$ cat src/rtl/mmio_adsr_if.sv
// mmio_adsr_if: MMIO slot bus between a CPU-side master and the ADSR register block.
interface mmio_adsr_if;
    logic        cs;
    logic        write;
    logic        read;
    logic [4:0]  addr;
    logic [31:0] write_data;
    logic [31:0] read_data;
    modport master (output cs, write, read, addr, write_data, input read_data);
    modport slave  (input cs, write, read, addr, write_data, output read_data);
endinterface

$ cat src/rtl/mmio_adsr.sv
// mmio_adsr: MMIO-programmed ADSR envelope generator producing a Q2.14 gain for a DDFS.
module mmio_adsr #(
    parameter logic [31:0] MAX_AMP = 32'h4000_0000
) (
    input  logic             clk,
    input  logic             reset_n,
    mmio_adsr_if.slave       bus,
    output logic [15:0]      env_out
);
    typedef enum logic [2:0] {IDLE, LAUNCH, ATTACK, DECAY, SUSTAIN, RELEASE} state_t;
    state_t state, state_nxt;
    logic [31:0] amp, amp_nxt, timer, timer_nxt;
    logic [31:0] attack_step, decay_step, sustain_level, sustain_time, release_step;
    logic bypass, bypass_nxt, wr, start;
    logic [32:0] sum, tnext;
    logic signed [32:0] diff;
    logic unused_bits;
    assign unused_bits = ^{bus.read, bus.addr[4:3]};
    assign wr = bus.cs & bus.write;
    assign start = wr && bus.addr[2:0] == 3'd0;
    assign bypass_nxt = (wr && bus.addr[2:0] == 3'd6) ? bus.write_data[0] : bypass;
    assign sum = {1'b0, amp} + {1'b0, attack_step};
    assign diff = $signed({1'b0, amp}) - $signed({1'b0, decay_step});
    assign tnext = {1'b0, timer} + 33'd1;
    assign bus.read_data = {15'b0, state == IDLE, env_out};
    always_comb begin
        state_nxt = state;
        amp_nxt = amp;
        timer_nxt = timer;
        case (state)
            IDLE:    amp_nxt = '0;
            LAUNCH:  begin
                amp_nxt = '0;
                state_nxt = ATTACK;
            end
            ATTACK:  begin
                amp_nxt = (sum >= {1'b0, MAX_AMP}) ? MAX_AMP : sum[31:0];
                state_nxt = (sum >= {1'b0, MAX_AMP}) ? DECAY : ATTACK;
            end
            DECAY:   if (diff <= $signed({1'b0, sustain_level})) begin
                amp_nxt = sustain_level;
                timer_nxt = '0;
                state_nxt = SUSTAIN;
            end else amp_nxt = diff[31:0];
            // a zero sustain_time still yields one cycle, since tnext is at least 1
            SUSTAIN: begin
                timer_nxt = tnext[31:0];
                state_nxt = (tnext >= {1'b0, sustain_time}) ? RELEASE : SUSTAIN;
            end
            RELEASE: begin
                amp_nxt = (amp < release_step) ? '0 : amp - release_step;
                state_nxt = (amp < release_step) ? IDLE : RELEASE;
            end
            default: state_nxt = IDLE;
        endcase
        if (start) state_nxt = LAUNCH;
    end
    always_ff @(posedge clk or negedge reset_n) begin
        if (!reset_n) begin
            state <= IDLE;
            amp <= '0;
            timer <= '0;
            attack_step <= '0;
            decay_step <= '0;
            sustain_level <= '0;
            sustain_time <= '0;
            release_step <= '0;
            bypass <= 1'b0;
            env_out <= '0;
        end else begin
            state <= state_nxt;
            amp <= amp_nxt;
            timer <= timer_nxt;
            bypass <= bypass_nxt;
            env_out <= bypass_nxt ? 16'h4000 : amp_nxt[31:16];
            if (wr) begin
                case (bus.addr[2:0])
                    3'd1: attack_step <= bus.write_data;
                    3'd2: decay_step <= bus.write_data;
                    3'd3: sustain_level <= bus.write_data;
                    3'd4: sustain_time <= bus.write_data;
                    3'd5: release_step <= bus.write_data;
                    default: ;
                endcase
            end
        end
    end
endmodule

$ cat src/flat_wrapper.sv
// flat-port wrapper written by rule: the top's interface ports become plain ports
module mmio_adsr_flat 
#(
    parameter logic [31:0] MAX_AMP = 32'h4000_0000
)
  (clk, reset_n, env_out, bus_cs, bus_write, bus_read, bus_addr, bus_write_data, bus_read_data);
  mmio_adsr_if bus_i ();
  input  logic clk;
  input  logic reset_n;
  output logic [15:0] env_out;
  input wire logic [$bits(bus_i.cs)-1:0] bus_cs;
  input wire logic [$bits(bus_i.write)-1:0] bus_write;
  input wire logic [$bits(bus_i.read)-1:0] bus_read;
  input wire logic [$bits(bus_i.addr)-1:0] bus_addr;
  input wire logic [$bits(bus_i.write_data)-1:0] bus_write_data;
  output wire logic [$bits(bus_i.read_data)-1:0] bus_read_data;
  assign bus_i.cs = bus_cs;
  assign bus_i.write = bus_write;
  assign bus_i.read = bus_read;
  assign bus_i.addr = bus_addr;
  assign bus_i.write_data = bus_write_data;
  assign bus_read_data = bus_i.read_data;
  mmio_adsr #(.MAX_AMP(MAX_AMP)) u_core (.clk(clk), .reset_n(reset_n), .bus(bus_i), .env_out(env_out));
endmodule
$ cat config.mk
export PLATFORM = sky130hd
export DESIGN_NAME = mmio_adsr_flat
export DESIGN_NICKNAME = d
export VERILOG_FILES = /design/src/rtl/mmio_adsr_if.sv /design/src/rtl/mmio_adsr.sv /design/src/flat_wrapper.sv
export SDC_FILE = /design/constraint.sdc
export NUM_CORES = 1
export LEC_CHECK = 0
export ABC_CLOCK_PERIOD_IN_PS = 4500
export CAP_MARGIN = 15
export CORE_ASPECT_RATIO = 1.2
export CORE_UTILIZATION = 50
export DETAILED_ROUTE_END_ITERATION = 7
export GPL_TIMING_DRIVEN = 0
export PLACE_DENSITY = 0.73
export REMOVE_ABC_BUFFERS = 1
export SYNTH_ARGS = -nofsm -noshare
export SYNTH_HDL_FRONTEND = slang
export SYNTH_SLANG_ARGS = --single-unit
$ cat constraint.sdc
create_clock -name clk -period 4.5 [get_ports clk]
set_clock_uncertainty 0.1 [all_clocks]
set_input_delay 1.35 -clock clk [delete_from_list [all_inputs] [get_ports clk]]
set_output_delay 1.35 -clock clk [all_outputs]
set_load 0.02 [all_outputs]
After elaboration in Yosys (flattened, before gate mapping)
Cells that the tools add are included.
{ "op_classes": {"add_sub_neg": 4, "magnitude_cmp": 4, "eq_ne": 14, "n_mux": 14, "bitwise": 1, "reduce_logical": 14} }
{ "op_table": {"columns": ["cell", "count"], "rows": [
  ["$mux W32", 4],
  ["$pmux W32 S4", 1],
  ["$pmux W32 S2", 1],
  ["$add A32 B1 Y33 const B", 1],
  ["$add A32 B32 Y33", 1],
  ["$ge A33 B31 Y1 const B", 1],
  ["$ge A33 B32 Y1", 1],
  ["$le A33 B33 Y1", 1],
  ["$sub A32 B32 Y33", 1],
  ["$lt A32 B32 Y1", 1],
  ["$sub A32 B32 Y32", 1],
  ["$pmux W3 S6", 1],
  ["$mux W16", 1],
  ["$eq A3 B3 Y1 const B", 5],
  ["$reduce_and A2 Y1", 7],
  ["$eq A3 B2 Y1 const B", 4],
  ["$mux W3", 3],
  ["$eq A3 B1 Y1 const B", 2],
  ["$logic_not A3 Y1", 2],
  ["$ne A2 B1 Y1 const B", 2],
  ["$reduce_bool A4 Y1", 1],
  ["$mux W1", 3],
  ["$ne A3 B1 Y1 const B", 1],
  ["$logic_and A1 B1 Y1", 2],
  ["other kinds (3)", 3]
]} }
{ "word_totals": {"ff_bits": 244, "out_inout_bits": 48, "elab_cells": 62} }

Depth between registers and ports, before layout
{ "logic_depth": {"depth_word": 5, "ltp_mapped": 23, "ltp_nobuf": 21} }

Worst setup path before layout
No wires, ideal clock.
{ "synth_timing": {"path_kind": "reg2reg", "start": "register u_core.amp[0]", "end": "register u_core.amp[7]", "setup_ns": 0.138, "arrival_ns": 4.601, "required_ns": 4.262, "path_slack_ns": -0.340, "stages_incl_launch_ff": 22, "synth_period_minus_slack_ns": 4.840, "cell_sequence": "dfrtp_1 -> inv_1 -> ha_1 -> inv_1 -> fa_1 -> a211oi_1 -> o21ai_0 -> o211ai_1 -> nand3_1 -> a21oi_1 -> xor2_1 -> inv_1 -> ha_1 -> nand4_1 -> or4_1 -> nor3_1 -> a211oi_1 -> o221ai_2 -> buf_2 -> mux2_2 -> a222oi_1 -> o21ai_0"} }
{ "synth_via": {"elab_chain_len": 4, "elab_cells_between_ends": 10} }
{ "synth_lines": {"columns": ["item", "line", "rtl"], "rows": [
  ["start, declared", "mmio_adsr.sv:12", "logic [31:0] amp, amp_nxt, timer, timer_nxt;"],
  ["start signal, assigned", "mmio_adsr.sv:72", "amp <= amp_nxt;"],
  ["$sub A32 B32 Y33 or $add A32 B32 Y33 (tied branches)", "mmio_adsr.sv:23, mmio_adsr.sv:22", null],
  ["$le A33 B33 Y1 or $ge A33 B31 Y1 (tied branches)", "mmio_adsr.sv:40, mmio_adsr.sv:37", null],
  ["$mux W32, on equally long branches", "mmio_adsr.sv:40, mmio_adsr.sv:37", null],
  ["$pmux W32 S4 *", "mmio_adsr.sv:30", "case (state)"]
]} }
Every way passes the cells marked *; elsewhere a longest branch is shown, timed or not.
A chain may end at the register's enable or synchronous reset.

Worst setup path in the final report
{ "layout_timing": {"start": "register u_core.amp[8]", "end": "register u_core.env_out[3]"} }
{ "layout_via": {"elab_chain_len": 5, "elab_cells_between_ends": 11} }
{ "layout_lines": {"columns": ["item", "line", "rtl"], "rows": [
  ["$sub A32 B32 Y33 or $add A32 B32 Y33 (tied branches)", "mmio_adsr.sv:23, mmio_adsr.sv:22", null],
  ["$le A33 B33 Y1 or $ge A33 B31 Y1 (tied branches)", "mmio_adsr.sv:40, mmio_adsr.sv:37", null],
  ["$mux W32, on equally long branches", "mmio_adsr.sv:40, mmio_adsr.sv:37", null],
  ["$pmux W32 S4 *", "mmio_adsr.sv:30", null],
  ["$mux W16 *", "mmio_adsr.sv:75", "env_out <= bypass_nxt ? 16'h4000 : amp_nxt[31:16];"],
  ["end signal, assigned", "mmio_adsr.sv:75", null],
  ["end, declared", "mmio_adsr.sv:8", "output logic [15:0] env_out"]
]} }
Marked as above.

==> summary.txt <==
asr flop ratio synth - 100.0%
via/cell ratio - 6.118
clk slew on worst S/H paths - 0.08 ns
fmax - 184.9 MHz
largest net degree at the start of global routing - 122
layout cells sized above 1 - 14.39%
Crit Path Category - flip-flop to flip-flop
Root Buffer - clkbuf_16
most frequent cells in the layout - nand2_1, dfrtp_1, o21ai_0
failing checks - negative setup slack
drt wl/cell - 21.28 um
All-Layer GR Usage - 30.53%
grt total ovfl - 0
ANT cells - 0
multi-input combinational cell area - 11060 um^2
first-pass GRT wire length - 85.74 mm
CTS Buffer Depth - 3
Req. time, crit path - 4.85 ns
port bufs - 71
Least-Margin Pin Slew - 1.261 ns
Cell Rows - 74
Yosys cell types - 83
nets - 2318
TritonCTS Sinks - 244
cts bufs inserted - 27
DR iter-0 viols - 1365
Yosys warnings - 0
CP cell instances - ha_1 > a211oi_2 > o211ai_1 > a221oi_2 > o31ai_2 > buf_4 > a21oi_2 > o21ai_1 > a21oi_1 > xnor2_1 > ha_1 > a211o_1 > nor3_4 > nand4_1 > o221ai_4 > clkbuf_16 > and2_4 > buf_16 > a21oi_4 > o211a_1 > a211oi_4
core area - 34350 um^2
PnR worst setup slack - -0.9076 ns
most frequent CP cell - ha_1
die height - 207.3 um
post-route insts no fill - 2589
RSZ-0062 raised after global routing - yes
Die ar. - 35860 um^2
Mapped Area - 17550 um^2
Hold Crit Class - flip-flop to flip-flop
Worst VDD drop - 0.0003378 V
Die X - 173.0 um
Clk Latency, worst-skew pair - 0.58 ns
Worst EP arrival - 5.76 ns
dpl cells - 2493
DRT Pass-1 Iters - 6
post-synth top area share - 34.79%
Leak - 9.509 nW
MaxCap Viol Count - 0
most common cell after layout, fill and taps aside - nand2_1
worst stage delay on the critical path - 0.43 ns
post-route clock period utilization - 120.2%
setup_tns - -58.41 ns
syn avg cell area - 8.604 um^2
Synth area leaders - dfrtp_1, ha_1, o21ai_0
Worst Setup Start Kind - flip-flop
Area Growth Syn to Fin - 18.55%
Post-Synthesis Cells - 2040
relative slew slack - 15.66%
crit end category - flip-flop
register area - 6106 um^2
Hold WS - 0.4050 ns
Tot Pwr - 13.49 mW
Synth Flop Type - dfrtp_1
post-layout min period - 5.408 ns
initial antenna violation count - 2
antenna-violating nets left - 0
area of placed instances - 18710 um^2
Final Cell Area - 20810 um^2
register area share after synthesis - 34.79%
DP HPWL - 41.05 mm
routed via count - 15839
Ports - 90
synthesized flop and latch total - 244
fin. max-slew vios - 0
Post-synth EDFFs - 0
Filler Cell Count - 2917
maximum net fanout on the critical path - 5
total length of routed wires - 55.09 mm
TritonCTS clock tree - yes
Starting Density - 51.10%
CP max stage cell - dfrtp_1
area leader, netlist - dfrtp_1
gp weighted congestion - 1.146
CTS H-tree lvls - 1
setup violators final - 83
Pwr Density - 648.3 nW/um^2
vias in the first global route - 15359
drc violations - 0
Hold Vio Cnt, Final - 0
outcome - finished with violations
registers in the layout, summed over array words and instances, names as in the netlist:
name,count
u_core.decay_step,32
u_core.release_step,32
u_core.sustain_level,32
u_core.env_out,16
u_core.sustain_time,32
u_core.timer,32
u_core.bypass,1
u_core.state,3
u_core.attack_step,32
u_core.amp,32
critical path, delay by kind of cell, from the launching register on:
kind	cells	cell delay [ns]
AOI/OAI and AO/OA	12	2.70
buffers and inverters	3	0.52
adders and majority gates	2	0.61
xor gates and xnor gates	1	0.12
and+or+nand+nor	3	0.77
DFF	1	0.43
Yosys cell counts (5+ instances only):
master and count:
nor4_1 9, o21ai_0 205, a21o_1 36, nand3b_1 5, and4_1 5, dfrtp_1 244, nor2b_1 10, a22oi_1 5
a221oi_1 11, xnor2_1 62, a21oi_1 162, and2_1 11, o21bai_1 7, nand2_1 254, nor3_1 31, or2_2 8
ha_1 161, o31ai_1 16, inv_1 155, and3_1 10, a211o_1 5, nand2b_1 14, nand3_1 49, xor2_1 46
o21a_1 14, a211oi_1 17, clkbuf_1 58, a31oi_1 29, mux2i_1 17, buf_4 32, a221o_1 5, o211a_1 6
or3_1 16, a21boi_0 5, mux2_2 74, nand4_1 27, o211ai_1 16, nor2_1 118, buf_2 6
timing repair:
item / 4_1_cts / 5_1_grt
setup endpoints to repair: 83 / 83
pin swaps: 43 / 29
gates resized for setup: 112 / 64
cloned: 3 / 0
hold buffers: 0 / 0
hold endpoints to repair: 0 / 0
buffers inserted: 33 / 11
path summary, 6_finish.rpt:
check | from | end | slack, ns | cells past startpoint
worst min register to register | u_core.sustain_time[12] | u_core.sustain_time[12] | 0.41 | 1
worst min-delay path | u_core.sustain_time[12] | u_core.sustain_time[12] | 0.41 | 1
worst max register to register | u_core.amp[8] | u_core.env_out[3] | -0.91 | 21
max in group asynchronous | reset_n | u_core.sustain_time[28] | 2.82 | 2
min in group asynchronous | reset_n | u_core.decay_step[8] | 0.54 | 1
worst max-delay path | u_core.amp[8] | u_core.env_out[3] | -0.91 | 21
logic make-up after synthesis:
family,synth area share (%)
AOI/OAI and AO/OA,21.09
xor gates and xnor gates,5.389
adders and majority gates,11.82
buffers and inverters,6.273
DFF,34.79
muxes,5.717
other,0.02136
and+or+nand+nor,14.91
routing by layer:
metal	share of wire (%)	track usage, %	vias to the layer above
met5	0	0	-
met1	41	39.30	7610
met3	6.6	3.278	175
li1	-	-	7361
met4	4.8	13.85	0
met2	48	51.70	693
area by class of cell:
| cell class | instances | area share, % |
|---|---|---|
| well taps | 456 | 2.742 |
| clock buffers | 31 | 3.512 |
| clock inverters | 19 | 1.148 |
| flip-flops and latches | 244 | 29.34 |
| multi-input cells | 1554 | 53.15 |
| repair buffers | 129 | 7.264 |
| inverters | 156 | 2.838 |
stage by stage:
stage          worst slack [ns]  utilization (%)
6_report                -0.9076            60.58
5_1_grt                 -0.9798            60.58
4_1_cts                 -0.7512            59.37
3_5_place_dp             -2.569            54.47
3_3_place_gp             -8.562            53.48
2_1_floorplan           -0.9221                -
power breakdown:
group	switching [mW]	internal [mW]
registers	0.398	2.71
clock network	1.03	1.41
logic	4.76	3.19
total	6.18	7.31
Note: power is estimated with default switching activity, not from simulation.
==> variant 1, RTL diff (config.mk and constraints unchanged) <==
The 6 states of `state_t` get a Gray code encoding in 3 bits.
--- a/src/rtl/mmio_adsr.sv
+++ b/src/rtl/mmio_adsr.sv
@@ -8,5 +8,5 @@
     output logic [15:0]      env_out
 );
-    typedef enum logic [2:0] {IDLE, LAUNCH, ATTACK, DECAY, SUSTAIN, RELEASE} state_t;
+    typedef enum logic [2:0] {IDLE = 3'b000, LAUNCH = 3'b001, ATTACK = 3'b011, DECAY = 3'b010, SUSTAIN = 3'b110, RELEASE = 3'b111} state_t;
     state_t state, state_nxt;
     logic [31:0] amp, amp_nxt, timer, timer_nxt;
Check against the original RTL: no difference found for any inputs over 4 cycles, from zero or initial values and one cycle with reset_n low; so few cycles prove little.
==> variant 1 against the original RTL <==
The run still ends with negative setup slack left. Global-route usage shrank 0.30 points. Highest routed layer unchanged. Combinational power rose by 27%. Utilization grew 0.20 points. Count of clock-buffer cells in the layout increased by 8. Sequential cell count stayed put. Via count about the same. Sequential share of layout area down 0.53 points. Setup slack lost 0.062 ns. Power grew 17%. Synthesized cell count is essentially flat. Design area up 2.0%. Wire length is essentially flat. Area after synthesis up 0.72%.
==> variant 1: results <==
[cts]
clk_latency_ns = 0.57
numCtsBuffers = 28
cts.reportedPaths.clkPinSlew_ns = 0.06

[sta]
setup_slack_ns = -0.9699
finalSetupViolCount = 81
relSlewSlack_pct = 22.93

[global_route]
grt_pass1_vias = 15320
antenna_found_initial = 0
track_usage_pct = 30.23
grt_max_degree = 120
grt_pass1_wl_um = 85730

[place]
place_inst = 2498
finalWeightedCongestion = 1.015
hpwl_um = 39940

[setup_path]
critical_path.max_stage_delay_ns = 0.43
cp_max_fo = 7
slowest_stage = "or3b_4"
cp_data_arrival_time_ns = 5.80

[drt]
drtPass1Iterations = 7
drt_iter0_markers = 1220
via_count = 15830
drt_wl_total_um = 55120

[synthesis]
ys_seq_area_share_pct = 34.54
synth-xor-area-share_pct = 5.251
yosys_warnings = 0
synth_compound_area_share_pct = 21.12
synth_fa_ha_area_share_pct = 11.73
ys_top_cells_by_area = "dfrtp_1 35%, ha_1 11%, o21ai_0 5.9%"
synth.avg_cell_area_um2 = 8.658
netlist-cell-type-count = 96
synthMuxAreaShare_pct = 5.435
yosys-top-cells-count = "244 x dfrtp_1, 234 x nand2_1, 207 x o21ai_0, 162 x inv_1, 161 x ha_1"

[outcome]
status = "finished with violations"
violations = "negative setup slack"

[job]
cap_violations = 0

[final_layout]
fin_cells = 2606
finalNetCount = 2329
drive_gt1_share_pct = 16.38

[pwr]
peakVddDrop_mv = 0.4566
p_leak_nw = 9.583
[variant 1: cell count changes after synthesis, moves of 5 or more]
| cell | before | now |
|---|---|---|
| and3_1 | 10 | 24 |
| nand2_1 | 254 | 234 |
| or3_1 | 16 | 11 |
| inv_1 | 155 | 162 |
| mux2_2 | 74 | 68 |
| o21bai_1 | 7 | 16 |
| nor3_1 | 31 | 38 |
| a31oi_1 | 29 | 20 |
| nor2b_1 | 10 | 16 |
| a21o_1 | 36 | 46 |
[variant 1: layout make-up]
class                      count  area, um2
multi-input combinational   1546      11340
fill                        2959      13690
inverter                     163      614.3
clock buffer                  39      833.3
clock inverter                11      146.4
timing repair buffer         140       1590
sequential                   244       6113
antenna                        1      2.502
tap                          462      578.1
[variant 1: layer usage]
metal	share of wire [%]	global-route usage, %
met3	5.9	3.673
met5	0	0
met1	40	38.29
met2	49	51.52
met4	4.9	13.79
[variant 1: cell families (layout without fill, tap and decap cells)]
kind of cell    after synthesis  after routing
compound gates              594            594
simple gates                579            580
buf+inv                     267            353
flops                       244            244
fa+ha+maj                   164            164
xor+xnor                    106            106
mux                          87             87
other cells                   1             16
[variant 1: path summary, 6_finish.rpt]
check	start	endpoint	slack, ns	depth (start not counted)
max	u_core.amp[0]$_DFFE_PN0P_	u_core.env_out[14]$_DFF_PN0_	-0.97	22
min	u_core.sustain_time[6]$_DFFE_PN0P_	u_core.sustain_time[6]$_DFFE_PN0P_	0.41	1
max reg2reg	u_core.amp[0]$_DFFE_PN0P_	u_core.env_out[14]$_DFF_PN0_	-0.97	22
min reg2reg	u_core.sustain_time[6]$_DFFE_PN0P_	u_core.sustain_time[6]$_DFFE_PN0P_	0.41	1
max in group asynchronous	reset_n	u_core.amp[13]$_DFFE_PN0P_	2.86	2
min in group asynchronous	reset_n	u_core.sustain_time[27]$_DFFE_PN0P_	0.52	1
[variant 1: power breakdown]
| group | total, W | leakage (nW) | internal [W] | switching, W |
|---|---|---|---|---|
| Sequential | 0.00321 | 3.04 | 0.00274 | 0.000470 |
| Combinational | 0.0101 | 6.07 | 0.00432 | 0.00582 |
| Clock | 0.00243 | 0.479 | 0.00146 | 0.000973 |
| Total | 0.0158 | 9.58 | 0.00852 | 0.00726 |
[variant 1: what timing repair did]
item,4_1_cts,5_1_grt
buffers inserted,44,14
pin swaps,67,40
gates resized for setup,146,92
endpoints found under the setup margin,82,82
gates cloned,3,0
[variant 1: metrics by stage]
stage	area (um2)	setup slack (ns)	setup TNS (ns)	utilization [%]
floorplan	17180	-1.318	-75.69	-
global placement	18470	-8.633	-2419.93	52.90
detailed placement	18810	-3.056	-175.51	53.88
CTS	20730	-0.9858	-65.21	59.37
global route	21210	-1.114	-80.30	60.77
finish	21220	-0.9699	-67.29	60.78
==> variant 2, RTL diff (same flow settings) <==
Made on the original files. `MAX_AMP` is set to 32'h4000_0000 in 2 places; all go to 32'h20000000.
--- a/src/rtl/mmio_adsr.sv
+++ b/src/rtl/mmio_adsr.sv
@@ -1,5 +1,5 @@
 // mmio_adsr: MMIO-programmed ADSR envelope generator producing a Q2.14 gain for a DDFS.
 module mmio_adsr #(
-    parameter logic [31:0] MAX_AMP = 32'h4000_0000
+    parameter logic [31:0] MAX_AMP = 32'h20000000
 ) (
     input  logic             clk,
--- a/src/flat_wrapper.sv
+++ b/src/flat_wrapper.sv
@@ -2,5 +2,5 @@
 module mmio_adsr_flat 
 #(
-    parameter logic [31:0] MAX_AMP = 32'h4000_0000
+    parameter logic [31:0] MAX_AMP = 32'h20000000
 )
   (clk, reset_n, env_out, bus_cs, bus_write, bus_read, bus_addr, bus_write_data, bus_read_data);
Check against the original RTL: not equivalent (a bounded check fails within 4 cycles, from zero or initial values and one cycle with reset_n low).
==> variant 2 against the original RTL <==
The flow still finishes with violations (negative setup slack). Area after synthesis grew 2.3%. Count of clock-buffer cells in the layout grew 11. Design area grew 2.2%. Sequential cell count is the same. Power grew 4.8%. Via count grew 2.5%. Critical path depth is the same. Synthesized cell count grew 1.9%. Maximum frequency grew 5.5%. Global-route usage is essentially flat. Wire length grew 2.2%. Setup slack gained 0.28 ns. Largest power group unchanged.
==> variant 2: results <==
[setup_path]
r2r_start = "u_core.amp[0]$_DFFE_PN0P_"
cp_data_arrival_time_ns = 5.42
reg2reg_slack_ns = -0.62
r2r_cells = 21
slowest_stage = "nor4_4"
critical_path.max_stage_delay_ns = 0.46
cp_max_fo = 5
regToRegEndpoint = "u_core.env_out[0]$_DFF_PN0_"

[global_route]
antenna_found_initial = 0
grt_util_met1_pct = 38.78
grtUsageMet3_pct = 3.116
grt_pass1_vias = 15820
track_usage_pct = 30.50
grt_max_degree = 117
use_met2_pct = 51.23
grt_pass1_wl_um = 87470

[hold_path]
hp-start = "u_core.sustain_time[6]$_DFFE_PN0P_"
min_to = "u_core.sustain_time[6]$_DFFE_PN0P_"
hp-class = "flip-flop to flip-flop"

[cts]
cts-root-buf = "clkbuf_16"
numCtsBuffers = 28
post_cts_buffers = 34
cts_buffer_depth = 3
cts_resized = 142
cts.reportedPaths.clkPinSlew_ns = 0.07
htreeDepth = 1
clk_latency_ns = 0.57

[synthesis]
synth-xor-area-share_pct = 5.124
synth_fa_ha_area_share_pct = 11.56
yosys-top-cells-count = "244 x dfrtp_1, 233 x nand2_1, 203 x o21ai_0, 161 x ha_1, 157 x inv_1"
synthMuxAreaShare_pct = 4.922
synthArstFlopShare_pct = 100.0
yosys_warnings = 0
netlist-cell-type-count = 93
synth_compound_area_share_pct = 22.26
ys_top_cells_by_area = "dfrtp_1 34%, ha_1 11%, o21ai_0 5.7%"
ys_seq_area_share_pct = 34.02

[drt]
wl_per_cell_um = 21.43
drtPass1Iterations = 8
dr_wl_met3_um = 3016
wl_met2_um = 26770
wl_met1_um = 23330
top_layer_used = "met4"
via_count = 16240
drt_iter0_markers = 1427

[final_layout]
finalNetCount = 2351
drive_gt1_share_pct = 15.72
final.fill_count = 3081

[place]
numPortBuffers = 71
finalWeightedCongestion = 0.9492
hpwl_um = 40960

[sta]
hold_ws_ns = 0.4067
worst-slew-pin-transition_ns = 1.232
finalSetupViolCount = 83
setup_slack_ns = -0.6245

[pwr]
peakVddDrop_mv = 0.3750
p_int_w = 0.007745
p_leak_nw = 9.605

[outcome]
violations = "negative setup slack"
status = "finished with violations"
==> variant 2: worst max path at each step <==
stage / startpoint / endpoint / slack (ns) / cells after the start
2_1_floorplan: u_core.amp[0]$_DFFE_PN0P_ / u_core.env_out[0]$_DFF_PN0_ / -0.87 / 21
3_3_place_gp: reset_n / u_core.sustain_time[1]$_DFFE_PN0P_ / -8.66 / 1
3_5_place_dp: u_core.amp[0]$_DFFE_PN0P_ / u_core.env_out[9]$_DFF_PN0_ / -1.93 / 19
4_1_cts: u_core.amp[0]$_DFFE_PN0P_ / u_core.env_out[8]$_DFF_PN0_ / -0.60 / 21
5_1_grt: u_core.amp[0]$_DFFE_PN0P_ / u_core.amp[13]$_DFFE_PN0P_ / -0.79 / 22
6_report: u_core.amp[0]$_DFFE_PN0P_ / u_core.env_out[0]$_DFF_PN0_ / -0.62 / 21
==> variant 2: worst max-delay path: cells and delay by family, from the launching register on <==
kind                     cells  cell delay, ns
flip-flops                   1            0.40
AND/OR/NAND/NOR              5            1.17
AO/OA/AOI/OAI                7            1.50
multiplexers                 1            0.44
adder cells (fa/ha/maj)      3            0.80
XOR/XNOR                     1            0.11
buffers and inverters        4            0.41
==> variant 2: cell type report <==
| class | instances | area share (%) |
|---|---|---|
| tap | 462 | 2.719 |
| clock inverter | 6 | 0.3767 |
| clock buffer | 42 | 4.114 |
| sequential | 244 | 28.74 |
| antenna | 1 | 0.01177 |
| inverter | 157 | 2.772 |
| multi-input combinational | 1575 | 53.85 |
| timing repair buffer | 139 | 7.417 |
==> variant 2: cells by family (layout without fill, tap and decap cells) <==
family | after synthesis | in the layout
buffers and inverters | 276 | 344
flip-flops | 244 | 244
adder cells (fa/ha/maj) | 164 | 164
AND/OR/NAND/NOR | 580 | 582
AO/OA/AOI/OAI | 630 | 630
multiplexers | 79 | 79
XOR/XNOR | 105 | 105
other | 1 | 16
==> variant 2: metrics by stage <==
step                      total power [W]  cell area [um2]  std cells   TNS, ns  worst slack [ns]
after CTS                         0.01364            20880       2605    -36.12           -0.5999
after detailed placement          0.01008            18970       2518   -126.74            -1.930
after global routing              0.01499            21250       2625    -50.18           -0.7893
final                             0.01414            21260       2626    -38.27           -0.6245
after global placement           0.009870            18660       2507  -2383.96            -8.655
after floorplan                  0.007987            17370       1974    -41.04           -0.8684
==> variant 2: power by group through the flow <==
stage / clock [W] / combinational, W / sequential (W)
2_1_floorplan: 0 / 0.00488 / 0.00310
3_3_place_gp: 0 / 0.00675 / 0.00312
3_5_place_dp: 0 / 0.00694 / 0.00314
4_1_cts: 0.00242 / 0.00811 / 0.00311
5_1_grt: 0.00251 / 0.00931 / 0.00317
6_report: 0.00239 / 0.00862 / 0.00313
